--- src/rtl/proc_ctrl_if.sv ---
// Control bundle between the instruction source/datapath and the proc_ctrl sequencer.
// The Illegal trap output exists only when PROC_CTRL_ILLEGAL_TRAP_EN is defined.
interface proc_ctrl_if;
  localparam int unsigned WORD_W = 9;
  localparam int unsigned NREG   = 8;

  logic              Run;
  logic [WORD_W-1:0] DIN;
  logic              IRin;
  logic [NREG-1:0]   Rin;
  logic [NREG-1:0]   Rout;
  logic              DINout;
  logic              Gout;
  logic              Ain;
  logic              Gin;
  logic              AddSub;
  logic              Done;
`ifdef PROC_CTRL_ILLEGAL_TRAP_EN
  logic              Illegal;
`endif

  // Instruction source / datapath side
  modport master (
    output Run, DIN,
    input  IRin, Rin, Rout, DINout, Gout, Ain, Gin, AddSub, Done
`ifdef PROC_CTRL_ILLEGAL_TRAP_EN
    , input Illegal
`endif
  );

  // Sequencer side
  modport slave (
    input  Run, DIN,
    output IRin, Rin, Rout, DINout, Gout, Ain, Gin, AddSub, Done
`ifdef PROC_CTRL_ILLEGAL_TRAP_EN
    , output Illegal
`endif
  );
endinterface

--- src/rtl/proc_ctrl.sv ---
// Control sequencer for the 9-bit processor: IR plus a T0..T3 step FSM driving register
// load enables and bus selects. Optional sticky illegal-opcode trap: PROC_CTRL_ILLEGAL_TRAP_EN.
module proc_ctrl #(
  parameter logic [8:0] IR_RESET = 9'h000,
  parameter bit         NOP_DONE = 1'b1
) (
  input logic         clk,
  input logic         Reset,
  proc_ctrl_if.slave  ctl
);
  localparam int unsigned WORD_W = 9;
  localparam int unsigned NREG   = 8;

  typedef enum logic [1:0] {T0, T1, T2, T3} state_t;

  state_t              state;
  logic [WORD_W-1:0]   ir;
  logic [2:0]          opcode;
  logic [2:0]          ir_x;
  logic [2:0]          ir_y;
  logic [NREG-1:0]     onehot_x;
  logic [NREG-1:0]     onehot_y;
  logic                run_ok;

  assign opcode   = ir[8:6];
  assign ir_x     = ir[5:3];
  assign ir_y     = ir[2:0];
  assign onehot_x = NREG'(1) << ir_x;
  assign onehot_y = NREG'(1) << ir_y;

`ifdef PROC_CTRL_ILLEGAL_TRAP_EN
  logic illegal;
  assign ctl.Illegal = illegal;
  // A trapped controller refuses new instructions until reset
  assign run_ok = ctl.Run && !illegal;
`else
  assign run_ok = ctl.Run;
`endif

  // State register, instruction register and next-state sequencing
  always_ff @(posedge clk or posedge Reset) begin
    if (Reset) begin
      state <= T0;
      ir    <= IR_RESET;
`ifdef PROC_CTRL_ILLEGAL_TRAP_EN
      illegal <= 1'b0;
`endif
    end else begin
      case (state)
        T0: begin
          if (run_ok) begin
            ir    <= ctl.DIN;
            state <= T1;
          end
        end
        T1: begin
          case (opcode)
            3'b000, 3'b001: state <= T0;
            3'b010, 3'b011: state <= T2;
            default: begin
              state <= T0;
`ifdef PROC_CTRL_ILLEGAL_TRAP_EN
              illegal <= 1'b1;
`endif
            end
          endcase
        end
        T2:      state <= T3;
        T3:      state <= T0;
        default: state <= T0;
      endcase
    end
  end

  // Output decode from (state, IR, Run); everything forced low while in reset
  always_comb begin
    ctl.IRin   = 1'b0;
    ctl.Rin    = '0;
    ctl.Rout   = '0;
    ctl.DINout = 1'b0;
    ctl.Gout   = 1'b0;
    ctl.Ain    = 1'b0;
    ctl.Gin    = 1'b0;
    ctl.AddSub = 1'b0;
    ctl.Done   = 1'b0;
    if (!Reset) begin
      case (state)
        T0: ctl.IRin = run_ok;
        T1: begin
          case (opcode)
            3'b000: begin
              ctl.Rout = onehot_y;
              ctl.Rin  = onehot_x;
              ctl.Done = 1'b1;
            end
            3'b001: begin
              ctl.DINout = 1'b1;
              ctl.Rin    = onehot_x;
              ctl.Done   = 1'b1;
            end
            3'b010, 3'b011: begin
              ctl.Rout = onehot_x;
              ctl.Ain  = 1'b1;
            end
            default: ctl.Done = 1'(NOP_DONE);
          endcase
        end
        T2: begin
          ctl.Rout   = onehot_y;
          ctl.Gin    = 1'b1;
          ctl.AddSub = ir[6];
        end
        T3: begin
          ctl.Gout = 1'b1;
          ctl.Rin  = onehot_x;
          ctl.Done = 1'b1;
        end
        default: ;
      endcase
    end
  end
endmodule

--- src/flat_wrapper.sv ---
// flat-port wrapper written by rule: the top's interface ports become plain ports
module proc_ctrl_flat 
#(
  parameter logic [8:0] IR_RESET = 9'h000,
  parameter bit         NOP_DONE = 1'b1
)
  (clk, Reset, ctl_Run, ctl_DIN, ctl_IRin, ctl_Rin, ctl_Rout, ctl_DINout, ctl_Gout, ctl_Ain, ctl_Gin, ctl_AddSub, ctl_Done);
  proc_ctrl_if ctl_i ();
  input logic clk;
  input logic Reset;
  input wire logic [$bits(ctl_i.Run)-1:0] ctl_Run;
  input wire logic [$bits(ctl_i.DIN)-1:0] ctl_DIN;
  output wire logic [$bits(ctl_i.IRin)-1:0] ctl_IRin;
  output wire logic [$bits(ctl_i.Rin)-1:0] ctl_Rin;
  output wire logic [$bits(ctl_i.Rout)-1:0] ctl_Rout;
  output wire logic [$bits(ctl_i.DINout)-1:0] ctl_DINout;
  output wire logic [$bits(ctl_i.Gout)-1:0] ctl_Gout;
  output wire logic [$bits(ctl_i.Ain)-1:0] ctl_Ain;
  output wire logic [$bits(ctl_i.Gin)-1:0] ctl_Gin;
  output wire logic [$bits(ctl_i.AddSub)-1:0] ctl_AddSub;
  output wire logic [$bits(ctl_i.Done)-1:0] ctl_Done;
  assign ctl_i.Run = ctl_Run;
  assign ctl_i.DIN = ctl_DIN;
  assign ctl_IRin = ctl_i.IRin;
  assign ctl_Rin = ctl_i.Rin;
  assign ctl_Rout = ctl_i.Rout;
  assign ctl_DINout = ctl_i.DINout;
  assign ctl_Gout = ctl_i.Gout;
  assign ctl_Ain = ctl_i.Ain;
  assign ctl_Gin = ctl_i.Gin;
  assign ctl_AddSub = ctl_i.AddSub;
  assign ctl_Done = ctl_i.Done;
  proc_ctrl #(.IR_RESET(IR_RESET), .NOP_DONE(NOP_DONE)) u_core (.clk(clk), .Reset(Reset), .ctl(ctl_i));
endmodule
--- config.mk ---
export PLATFORM = sky130hd
export DESIGN_NAME = proc_ctrl_flat
export DESIGN_NICKNAME = d
export VERILOG_FILES = /design/src/rtl/proc_ctrl_if.sv /design/src/rtl/proc_ctrl.sv /design/src/flat_wrapper.sv
export SDC_FILE = /design/constraint.sdc
export NUM_CORES = 1
export LEC_CHECK = 0
export CAP_MARGIN = 25
export CORE_UTILIZATION = 30
export CTS_CLUSTER_SIZE = 8
export DETAILED_ROUTE_END_ITERATION = 12
export HOLD_SLACK_MARGIN = 0.12
export PLACE_DENSITY = 0.7
export SYNTH_ARGS = -nofsm -noshare
export SYNTH_HDL_FRONTEND = slang
export SYNTH_SLANG_ARGS = --single-unit
--- constraint.sdc ---
create_clock -name clk -period 1.76 [get_ports clk]
set_input_delay 0.352 -clock clk [delete_from_list [all_inputs] [get_ports clk]]
set_output_delay 0.352 -clock clk [all_outputs]
set_load 0.1 [all_outputs]
==> out/results.ini <==
[global_routing]
grt_util_met1_pct = 29.6
grt_antenna_before_repair = 0
overflow = 0
grt.busiest_layer = met2
met2_usage_pct = 39.9
grt_pass1_vias = 935
grtUsageMet3_pct = 6.09
grt_first_pass_wirelength_um = 4590
grt_max_degree = 9
grtUsageTotal_pct = 23.5

[final_layout]
nNetsFinal = 164
fillerInstances = 124
design_area_sq_mm = 0.00201
num_antenna_cells = 0
area_growth_syn_to_layout_pct = 161
drive_above_1_share_pct = 72.6

[logic_synthesis]
synth_cell_types = 24
ys_warn_count = 0
synth_nets = 98
synth_area_sq_um = 772
synth_top_area_share_pct = 35.7
ys.flop_type = dfrtp_1
syn_inst = 81
avgSynthCellArea_sq_um = 9.53
netlist_top_cells_area = dfrtp_1 (36%), mux2_2 (13%), ha_1 (8.1%)
synth_top_area_cell = dfrtp_1
async_flop_share_pct = 100
ys_seq_elements = 11
seq_area_frac_synth_pct = 35.7
synth_edf_count = 0

[sta]
setup_viol = 22
max_slew_margin_pct = 67.3
finClkSkew_ns = 0.00315
worst_slew_pin_slew_ns = 0.491
finalCriticalPeriod_ns = 2.30
grt_setup_unrepaired = true
hold_violations = 0
drv_slew = 0
fmax_ghz = 0.435
period_share_pct = 130
fin_ws_ns = -0.536
tns_ns = -9.20

[setup_path]
cp-start-kind = flop
cp.arrival_ns = 1.94
path_cells = inv_4, ha_4, nand2b_4, or3_4, o22ai_4, buf_12
r2r_start = u_core.state[0]
r2r.worst_path.cells = 7
critPathKind = flop to primary output
r2r_setup_slack_ns = 0.37
cp.required_ns = 1.41
crit_slowest_cell = or3_4
rr_endpoint = u_core.state[0]
setup.worst_path.end_class = primary output
worst_path_largest_cell_delay_ns = 0.46
crit_fanout = 4

[floorplanning]
start_util_pct = 31.4
dieArea_sq_mm = 0.00278
std_cell_rows = 18
die_y_um = 52.7
io-pin-count = 35
floorplan.core_area_sq_mm = 0.00245
die_w_um = 52.7

[power]
powerDensity_mw_per_mm2 = 1530
p_leak_nw = 0.783
total_power_mw = 3.08
ir_worst_vdd_mv = 1.46

[clock_network]
cts_tree = built
clk_latency_ns = 0.27
clock-sinks = 11
cts_buffers = 3
clockRootBuffer = clkbuf_4
cts.htree.levels = 1
cts_hold_buf = 0
clk_path_buf_depth = 2
clk_pin_slew_ns = 0.07

[detailed_routing]
wire_per_inst_um = 16.9
drc = 0
drt_iter0_markers = 7
first_pass_iters = 4
vias = 894
avgViaCountPerCell = 5.08
totalWireLength_um = 2980
ant_nets = 0

[outcome]
violations = negative setup slack
status = finished, violations left

[min_path]
hp-class = input port to async pin

[placed_design]
port_buffers = 34
placed_area_sq_mm = 0.00184
post-place-ws_ns = -0.444
post-dp-hpwl_um = 2250
routabilityCongestion = 0.844

[flow_run]
cap_viol_max_count = 0

flip-flops by register name (all words and copies together) (netlist names), named ones only:
register and count:
u_core.ir 9, u_core.state 1
cell usage in the layout, fill, tap and decap left out, types with 2 or more instances in the layout:
master | synthesis | routed
o22ai_4 | 0 | 4
buf_12 | 0 | 23
nor2_4 | 0 | 5
buf_6 | 0 | 6
a21oi_1 | 2 | 2
or3_4 | 2 | 3
mux2_2 | 9 | 9
and2b_2 | 0 | 2
dfrtp_1 | 11 | 10
o32ai_4 | 0 | 4
clkbuf_4 | 0 | 3
nand2b_1 | 4 | 3
clkdlybuf4s50_1 | 0 | 10
buf_4 | 0 | 22
nand3b_1 | 3 | 3
ha_1 | 5 | 2
nor3_4 | 0 | 8
and3_4 | 0 | 2
ha_4 | 0 | 3
cell usage after synthesis (3+ instances only):
master and number:
mux2_2 9, and2b_1 3, nand2_1 3, dfrtp_1 11, inv_1 4, nor3_1 9
o21ai_0 3, o22ai_1 4, nand3b_1 3, nand2b_1 4, nor2_1 5, ha_1 5
o32ai_1 4
logic make-up after synthesis:
kind of cell    Yosys count  synth area share [%]
mux                       9                  13.1
flops                    11                  35.7
simple gates             37                  28.5
buf+inv                   5                  2.59
fa+ha+maj                 5                  8.10
compound gates           14                  12.0
how the worst max path moves through the flow:
stage,startpoint,to,slack [ns]
2_1_floorplan,u_core.state[0],ctl_Rout[0],-0.58
3_3_place_gp,Reset,ctl_Rout[0],-0.42
3_5_place_dp,Reset,ctl_Rout[0],-0.44
4_1_cts,flop,ctl_Rout[6],-0.58
5_1_grt,u_core.state[0],ctl_Rout[4],-0.60
6_report,u_core.state[0],ctl_Rout[6],-0.54
worst max-delay path, delay by kind of cell, from the launching register on:
kind	cells	cell delay (ns)
compound gates	1	0.20
simple gates	2	0.52
flops	1	0.43
fa+ha+maj	1	0.27
buf+inv	2	0.26
through the flow:
stage          instances  utilization, %  hold slack [ns]
2_1_floorplan         81               -            0.249
4_1_cts              174            80.8            0.359
6_report             176            82.0            0.397
5_1_grt              176            82.0            0.394
3_3_place_gp         165            74.8            0.550
3_5_place_dp         165            74.8            0.563
cell type report:
class	instances	area (sq um)	area share [%]
multi-input cells	65	850	42.2
repair buffers	62	802	39.8
flip-flops and latches	11	277	13.7
well taps	30	37.5	1.86
clock buffers	4	26.3	1.31
inverters	4	21.3	1.06
report_power, final:
| part | switching (mW) | leakage [nW] | internal [mW] |
|---|---|---|---|
| sequential | 0.206 | 0.130 | 0.383 |
| clock | 0.0875 | 0.0150 | 0.0879 |
| combinational | 1.32 | 0.639 | 0.992 |
layer usage:
layer / routed length [um] / part of all wire, %
met5: 0 / 0
met4: 14 / 0.47
met3: 74 / 2.5
met2: 1660 / 56
met1: 1230 / 41
what timing repair did:
action,4_1_cts,5_1_grt
setup endpoints to repair,22,23
setup buffers,5,2
pin swaps,11,11
resized for setup,18,5
Note: power is estimated with default switching activity, not from simulation.
